File: config.mk
export PLATFORM = sky130hd
export DESIGN_NAME = fpu_dispatch
export DESIGN_NICKNAME = d
export VERILOG_FILES = /design/src/rtl/fpu_pkg.sv /design/src/rtl/fpu_cmd_fifo.sv /design/src/rtl/fpu_dispatch.sv
export SDC_FILE = /design/constraint.sdc
export NUM_CORES = 1
export LEC_CHECK = 0
export ABC_AREA = 1
export CORE_MARGIN = 3
export CORE_UTILIZATION = 53
export CTS_CLUSTER_SIZE = 12
export DETAILED_ROUTE_END_ITERATION = 6
export HOLD_SLACK_MARGIN = 0.02
export PLACE_DENSITY_LB_ADDON = 0.25
export SKIP_LAST_GASP = 1
export SYNTH_ARGS = -nofsm -noshare
export SYNTH_HDL_FRONTEND = slang
export SYNTH_HIERARCHICAL = 1
export SYNTH_SLANG_ARGS = --single-unit
File: constraint.sdc
create_clock -name clk -period 6.1 [get_ports clk]
set_clock_uncertainty 0.1 [all_clocks]
set_input_delay 1.22 -clock clk [delete_from_list [all_inputs] [get_ports clk]]
set_output_delay 1.22 -clock clk [all_outputs]
set_load 0.01 [all_outputs]
File: src/rtl/fpu_pkg.sv
// -----------------------------------------------------------------------------
// fpu_pkg
// Shared definitions for the FPU dispatch slice: opcode constants, the set of
// opcodes whose result lands in the integer register file, the command
// payload struct and the dispatch FSM state type.
// -----------------------------------------------------------------------------
package fpu_pkg;

    // Opcode map of the FPU ctl field. Values 19..31 are unassigned and are
    // forwarded untouched.
    localparam logic [4:0] FADD      = 5'd0;
    localparam logic [4:0] FSUB      = 5'd1;
    localparam logic [4:0] FMUL      = 5'd2;
    localparam logic [4:0] FDIV      = 5'd3;
    localparam logic [4:0] FMIN      = 5'd4;
    localparam logic [4:0] FMAX      = 5'd5;
    localparam logic [4:0] FCVT_W_S  = 5'd6;
    localparam logic [4:0] FCVT_S_W  = 5'd7;
    localparam logic [4:0] FSGNJ     = 5'd8;
    localparam logic [4:0] FEQ       = 5'd9;
    localparam logic [4:0] FLT       = 5'd10;
    localparam logic [4:0] FSGNJN    = 5'd11;
    localparam logic [4:0] FSGNJX    = 5'd12;
    localparam logic [4:0] FLE       = 5'd13;
    localparam logic [4:0] FCLASS    = 5'd14;
    localparam logic [4:0] FMV_X_W   = 5'd15;
    localparam logic [4:0] FCVT_WU_S = 5'd16;
    localparam logic [4:0] FMADD     = 5'd17;
    localparam logic [4:0] FSQR      = 5'd18;

    // One bit per opcode: set where the result is an integer (compare,
    // classify, float-to-int conversion and raw move to the integer file).
    localparam logic [31:0] INT_OP_MASK = (32'd1 << FCVT_W_S)
                                        | (32'd1 << FEQ)
                                        | (32'd1 << FLT)
                                        | (32'd1 << FLE)
                                        | (32'd1 << FCLASS)
                                        | (32'd1 << FMV_X_W)
                                        | (32'd1 << FCVT_WU_S);

    // Command payload carried through the FIFO (the tag is appended by the
    // user, since its width is a module parameter).
    typedef struct packed {
        logic [4:0]  ctl;
        logic [31:0] x1;
        logic [31:0] x2;
    } fpu_op_t;

    typedef enum logic [1:0] {
        ST_IDLE,
        ST_ISSUE,
        ST_WAIT,
        ST_HOLD
    } disp_state_t;

    function automatic logic is_int_op(input logic [4:0] ctl);
        return INT_OP_MASK[ctl];
    endfunction

endpackage

File: src/rtl/fpu_cmd_fifo.sv
// -----------------------------------------------------------------------------
// fpu_cmd_fifo
// Synchronous FIFO for dispatch commands. Full/empty are registers, so the
// push-side ready has no combinational dependence on the pop side.
//   clk, rst        clock, asynchronous active-high reset
//   i_push, i_wdata write request and data (ignored when full)
//   i_pop           read request (ignored when empty)
//   o_rdata         head entry (valid when !o_empty)
//   o_full, o_empty registered status flags
// -----------------------------------------------------------------------------
module fpu_cmd_fifo #(
    parameter int DEPTH = 4,
    parameter int WIDTH = 8
) (
    input  logic             clk,
    input  logic             rst,
    input  logic             i_push,
    input  logic [WIDTH-1:0] i_wdata,
    input  logic             i_pop,
    output logic [WIDTH-1:0] o_rdata,
    output logic             o_full,
    output logic             o_empty
);

    localparam int             AW         = $clog2(DEPTH);
    localparam logic [AW:0]    FULL_COUNT = (AW + 1)'(DEPTH);

    logic [WIDTH-1:0] r_mem [DEPTH];
    logic [AW-1:0]    r_wr_ptr;
    logic [AW-1:0]    r_rd_ptr;
    logic [AW:0]      r_count;
    logic [AW:0]      w_count_nxt;
    logic             r_full;
    logic             r_empty;
    logic             w_do_push;
    logic             w_do_pop;

    assign w_do_push = i_push && !r_full;
    assign w_do_pop  = i_pop && !r_empty;

    always_comb begin
        // NOTE: default assignment first so every path drives the signal and
        // no latch is inferred.
        w_count_nxt = r_count;
        case ({w_do_push, w_do_pop})
            2'b10:   w_count_nxt = r_count + 1'b1;
            2'b01:   w_count_nxt = r_count - 1'b1;
            default: w_count_nxt = r_count;
        endcase
    end

    // NOTE: sequential state uses non-blocking assignments so every register
    // samples pre-edge values regardless of statement order.
    always_ff @(posedge clk or posedge rst) begin
        if (rst) begin
            r_wr_ptr <= '0;
            r_rd_ptr <= '0;
            r_count  <= '0;
            r_full   <= 1'b0;
            r_empty  <= 1'b1;
        end else begin
            if (w_do_push) r_wr_ptr <= r_wr_ptr + 1'b1;
            if (w_do_pop)  r_rd_ptr <= r_rd_ptr + 1'b1;
            r_count <= w_count_nxt;
            r_full  <= (w_count_nxt == FULL_COUNT);
            r_empty <= (w_count_nxt == '0);
        end
    end

    // NOTE: storage is not reset; the pointers and count define which entries
    // are meaningful, so clearing the array would only cost reset fan-out.
    always_ff @(posedge clk) begin
        if (w_do_push) r_mem[r_wr_ptr] <= i_wdata;
    end

    assign o_rdata = r_mem[r_rd_ptr];
    assign o_full  = r_full;
    assign o_empty = r_empty;

endmodule

File: src/rtl/fpu_dispatch.sv
// -----------------------------------------------------------------------------
// fpu_dispatch
// Queues FPU commands, issues them one at a time to a single FPU, waits for
// completion (with a timeout abort) and holds the result until writeback
// accepts it.
//   clk, rst                         clock, asynchronous active-high reset
//   in_valid/in_ready                command handshake
//   in_ctl/in_x1/in_x2/in_tag        opcode, operands, destination tag
//   fpu_en                           one-cycle issue strobe
//   fpu_ctl/fpu_x1/fpu_x2            operands, stable until completion
//   fpu_y/fpu_ready                  FPU result and completion strobe
//   out_valid/out_ready              writeback handshake
//   out_data/out_tag/out_is_int      result, tag, integer-destination flag
//   busy                             FSM not idle
//   timeout_err                      sticky: an op was aborted on timeout
// -----------------------------------------------------------------------------
module fpu_dispatch
    import fpu_pkg::*;
#(
    parameter int DEPTH   = 4,
    parameter int TAG_W   = 5,
    parameter int TIMEOUT = 63
) (
    input  logic             clk,
    input  logic             rst,
    input  logic             in_valid,
    output logic             in_ready,
    input  logic [4:0]       in_ctl,
    input  logic [31:0]      in_x1,
    input  logic [31:0]      in_x2,
    input  logic [TAG_W-1:0] in_tag,
    output logic             fpu_en,
    output logic [4:0]       fpu_ctl,
    output logic [31:0]      fpu_x1,
    output logic [31:0]      fpu_x2,
    input  logic [31:0]      fpu_y,
    input  logic             fpu_ready,
    output logic             out_valid,
    input  logic             out_ready,
    output logic [31:0]      out_data,
    output logic [TAG_W-1:0] out_tag,
    output logic             out_is_int,
    output logic             busy,
    output logic             timeout_err
);

    localparam int         CMD_W    = $bits(fpu_op_t) + TAG_W;
    localparam logic [7:0] CNT_LAST = 8'(TIMEOUT - 1);

    disp_state_t      r_state;
    logic             r_fpu_en;
    logic [4:0]       r_fpu_ctl;
    logic [31:0]      r_fpu_x1;
    logic [31:0]      r_fpu_x2;
    logic [TAG_W-1:0] r_tag;
    logic [7:0]       r_cnt;
    logic             r_out_valid;
    logic [31:0]      r_out_data;
    logic [TAG_W-1:0] r_out_tag;
    logic             r_out_is_int;
    logic             r_timeout_err;

    logic [CMD_W-1:0] w_fifo_wdata;
    logic [CMD_W-1:0] w_fifo_rdata;
    logic             w_fifo_full;
    logic             w_fifo_empty;
    logic             w_pop;
    logic             w_start_issue;
    fpu_op_t          w_head_op;
    logic [TAG_W-1:0] w_head_tag;

    assign w_fifo_wdata = {in_ctl, in_x1, in_x2, in_tag};
    assign w_head_op    = fpu_op_t'(w_fifo_rdata[CMD_W-1:TAG_W]);
    assign w_head_tag   = w_fifo_rdata[TAG_W-1:0];

    // The head is consumed during the ISSUE cycle; its contents were already
    // copied into the fpu_* registers on the edge entering ISSUE.
    assign w_pop = (r_state == ST_ISSUE);

    fpu_cmd_fifo #(
        .DEPTH (DEPTH),
        .WIDTH (CMD_W)
    ) u_fifo (
        .clk     (clk),
        .rst     (rst),
        .i_push  (in_valid),
        .i_wdata (w_fifo_wdata),
        .i_pop   (w_pop),
        .o_rdata (w_fifo_rdata),
        .o_full  (w_fifo_full),
        .o_empty (w_fifo_empty)
    );

    // Next issue starts from IDLE, or straight from HOLD once the held result
    // is accepted, provided a command is waiting.
    assign w_start_issue = !w_fifo_empty &&
                           ((r_state == ST_IDLE) ||
                            ((r_state == ST_HOLD) && out_ready));

    always_ff @(posedge clk or posedge rst) begin
        if (rst) begin
            r_state       <= ST_IDLE;
            r_fpu_en      <= 1'b0;
            r_fpu_ctl     <= '0;
            r_fpu_x1      <= '0;
            r_fpu_x2      <= '0;
            r_tag         <= '0;
            r_cnt         <= '0;
            r_out_valid   <= 1'b0;
            r_out_data    <= '0;
            r_out_tag     <= '0;
            r_out_is_int  <= 1'b0;
            r_timeout_err <= 1'b0;
        end else begin
            r_fpu_en <= 1'b0;
            if (w_start_issue) begin
                r_fpu_en  <= 1'b1;
                r_fpu_ctl <= w_head_op.ctl;
                r_fpu_x1  <= w_head_op.x1;
                r_fpu_x2  <= w_head_op.x2;
                r_tag     <= w_head_tag;
            end

            case (r_state)
                ST_IDLE: begin
                    if (w_start_issue) r_state <= ST_ISSUE;
                end
                ST_ISSUE: begin
                    r_cnt   <= '0;
                    r_state <= ST_WAIT;
                end
                ST_WAIT: begin
                    if (fpu_ready) begin
                        r_out_valid  <= 1'b1;
                        r_out_data   <= fpu_y;
                        r_out_tag    <= r_tag;
                        r_out_is_int <= is_int_op(r_fpu_ctl);
                        r_state      <= ST_HOLD;
                    end else if (r_cnt == CNT_LAST) begin
                        // Last allowed WAIT cycle: drop the op silently.
                        r_timeout_err <= 1'b1;
                        r_state       <= ST_IDLE;
                    end else begin
                        r_cnt <= r_cnt + 1'b1;
                    end
                end
                ST_HOLD: begin
                    if (out_ready) begin
                        r_out_valid <= 1'b0;
                        r_state     <= w_start_issue ? ST_ISSUE : ST_IDLE;
                    end
                end
                default: r_state <= ST_IDLE;
            endcase
        end
    end

    assign in_ready    = !w_fifo_full;
    assign fpu_en      = r_fpu_en;
    assign fpu_ctl     = r_fpu_ctl;
    assign fpu_x1      = r_fpu_x1;
    assign fpu_x2      = r_fpu_x2;
    assign out_valid   = r_out_valid;
    assign out_data    = r_out_data;
    assign out_tag     = r_out_tag;
    assign out_is_int  = r_out_is_int;
    assign busy        = (r_state != ST_IDLE);
    assign timeout_err = r_timeout_err;

endmodule
==> results.json <==
{
  "cts_resized": 0,
  "synth_top_area_cell": "edfxtp_1",
  "power_density_nw_per_um2": 513,
  "viasPerCell": 5.39,
  "place_area_um2": 18900,
  "initial_core_util_pct": 54.6,
  "vdd_drop_max_v": 0.000311,
  "fin_tns_setup_ns": 0,
  "io_buffers": 222,
  "antenna_found_initial": 1,
  "syn_area_um2": 16400,
  "row_count": 63,
  "grt_usage_pct": 21.7,
  "rrSetupSlack_ns": 2.82,
  "fin_cells": 1988,
  "synth-seq-cells": 430,
  "arrival_ns": 4.26,
  "final_layout_size_suffix_gt1_share_pct": 5.51,
  "critPathMaxFanout": 67,
  "mostFrequentLayoutCell": "nand2_1",
  "syn_to_final_growth_pct": 23.7,
  "maxCapViolCount": 0,
  "period_share_pct": 64.8,
  "core_area_um2": 30000,
  "design_area_um2": 20300,
  "final_cell_mix": "nand2_1 (352), edfxtp_1 (296), clkdlybuf4s50_1 (222)",
  "synth_cell_types": 29,
  "drt_iter0_markers": 678,
  "overflow": 0,
  "clock-root-buffer": "clkbuf_16",
  "synth_top_area_share_pct": 54.2,
  "worstMarginPinSlew_ns": 1.07,
  "dpl.hpwl_um": 20900,
  "max_freq_mhz": 253,
  "final_nets": 1683,
  "cts_tree": "yes",
  "insertion_delay_ns": 0.53,
  "setup-violations-final": 0,
  "p_leak_nw": 7.82,
  "holdCritPathClass": "reg2reg",
  "fp.dieH_um": 182,
  "rsz0062_at_grt": "false",
  "drt_pass1_iterations": 7,
  "clk_pin_slew_ns": 0.06,
  "fin_crit_ns": 3.95,
  "hold_viol": 0,
  "slew_viol_final": 0,
  "clock_sinks": 430,
  "required_ns": 6.41,
  "grt_max_degree": 96,
  "synth_fp_nets": 1470,
  "vias": 10700,
  "ant_nets": 0,
  "post_cts_buffers": 0,
  "relSlewSlack_pct": 28.5,
  "syn_area_per_cell_um2": 12.1,
  "place_congestion": 0.783,
  "die_x_um": 182,
  "synth_cells": 1349,
  "dieArea_um2": 33100,
  "htreeDepth": 2,
  "dpl.cell_count": 1906,
  "grt_pass1_wl_um": 57100,
  "drc": 0,
  "hold_buffers": 0,
  "grt_pass1_vias": 10800,
  "ios": 223,
  "status": "completed",
  "critical_path_class": "in2reg",
  "cts_inserted_buffers": 44,
  "synthTopCellsByArea": "edfxtp_1 (54%), dfrtp_1 (20%), nand2_1 (8.1%), nor2_1 (3.9%), o21ai_0 (3.5%)",
  "fillers": 2198,
  "synth-seq-area-share_pct": 74.7,
  "wl_per_cell_um": 18.5,
  "clockBufferDepth": 3,
  "routed_wl_um": 36700,
  "yosysWarnings": 6,
  "start_kind": "input port",
  "endpoint_kind": "flip-flop"
}
flip-flops by register name, summed over array words and instances, names as in the netlist, 2 cells and up:
signal and cells:
r_tag 5, fpu_x2 32, u_fifo/r_count 3, out_data 32
r_state 2, out_tag 5, u_fifo/r_mem 296, r_cnt 8
fpu_x1 32, u_fifo/r_wr_ptr 2, u_fifo/r_rd_ptr 2, fpu_ctl 5
cells in the mapped netlist:
| cell type | number |
|---|---|
| o211ai_1 | 1 |
| dfstp_2 | 1 |
| o22ai_1 | 74 |
| inv_1 | 35 |
| nand2_2 | 3 |
| buf_4 | 6 |
| or2_4 | 1 |
| o21ai_0 | 116 |
| a21oi_1 | 4 |
| dfrtp_1 | 133 |
| o21ai_1 | 49 |
| inv_2 | 2 |
| buf_2 | 25 |
| clkbuf_1 | 34 |
| nand3b_1 | 2 |
| ha_1 | 9 |
| fa_1 | 1 |
| nor2_1 | 169 |
| buf_6 | 7 |
| clkinv_1 | 1 |
| nand4_1 | 4 |
| o21bai_1 | 2 |
| nand3_1 | 14 |
| nor2_2 | 1 |
| xor2_1 | 5 |
| nand2_1 | 352 |
| edfxtp_1 | 296 |
| xnor2_1 | 1 |
| nand3_2 | 1 |
path summary, 6_finish.rpt:
kind | from | end | cells after the start
max reg2reg | r_state[1]$_DFFE_PP0P_ | fpu_x2[9]$_DFFE_PP0P_ | 7
max | out_ready | fpu_x2[9]$_DFFE_PP0P_ | 8
max in group asynchronous | rst | out_data[5]$_DFFE_PP0P_ | 3
min | out_tag[3]$_DFFE_PP0P_ | out_tag[3]$_DFFE_PP0P_ | 2
min reg2reg | out_tag[3]$_DFFE_PP0P_ | out_tag[3]$_DFFE_PP0P_ | 2
min in group asynchronous | rst | u_fifo/o_full$_DFF_PP0_ | 2
per-layer routing:
metal / up-vias / routed length (um) / global-route usage [%]
li1: 5092 / - / -
met1: 5198 / 15000 / 27.6
met2: 362 / 18500 / 38.5
met3: 57 / 2480 / 3.95
met4: 0 / 727 / 6.12
met5: - / 0 / 0
power by group:
part	switching (mW)	total (mW)	internal [mW]	leakage, nW
sequential	0.382	4.35	3.97	4.37
combinational	2.18	3.57	1.39	2.81
clock	1.02	2.49	1.47	0.647
cell type report:
type / count / area, um2 / area share [%]
antenna: 1 / 2.50 / 0.0123
clock buffer: 77 / 1280 / 6.34
clock inverter: 4 / 60.1 / 0.296
inverter: 38 / 151 / 0.747
multi-input combinational: 809 / 3660 / 18.1
sequential: 430 / 12200 / 60.4
tap: 390 / 488 / 2.41
timing repair buffer: 239 / 2370 / 11.7
cell families (layout without fill, tap and decap cells):
family | count (synthesis) | in the layout | synth area share, %
XOR/XNOR | 6 | 6 | 0.321
other | 0 | 1 | 0
adder cells (fa/ha/maj) | 10 | 10 | 0.809
AND/OR/NAND/NOR | 547 | 547 | 12.9
flip-flops | 430 | 430 | 74.7
buffers and inverters | 110 | 358 | 3.17
AO/OA/AOI/OAI | 246 | 246 | 8.12
metrics by stage:
| stage | worst slack (ns) | hold WS [ns] | utilization, % | total power, mW |
|---|---|---|---|---|
| after CTS | 2.14 | 0.380 | 67.5 | 10.5 |
| final | 2.15 | 0.377 | 67.5 | 10.4 |
| after detailed placement | 1.62 | 0.364 | 63.0 | 7.98 |
| after global placement | 1.60 | 0.359 | 63.0 | 7.88 |
| after floorplan | 1.00 | 0.342 | - | 6.50 |
| after global routing | 1.90 | 0.388 | 67.5 | 11.0 |
critical path, cell delays in order:
cell and delay [ns]:
clkdlybuf4s50_1 0.42, nand3_1 0.14, nand2_1 0.11, nand2_4 0.62
clkinv_2 1.03, buf_4 0.54, nand2_1 0.09, nand2_1 0.05
Power figures use the tool's default switching activity.
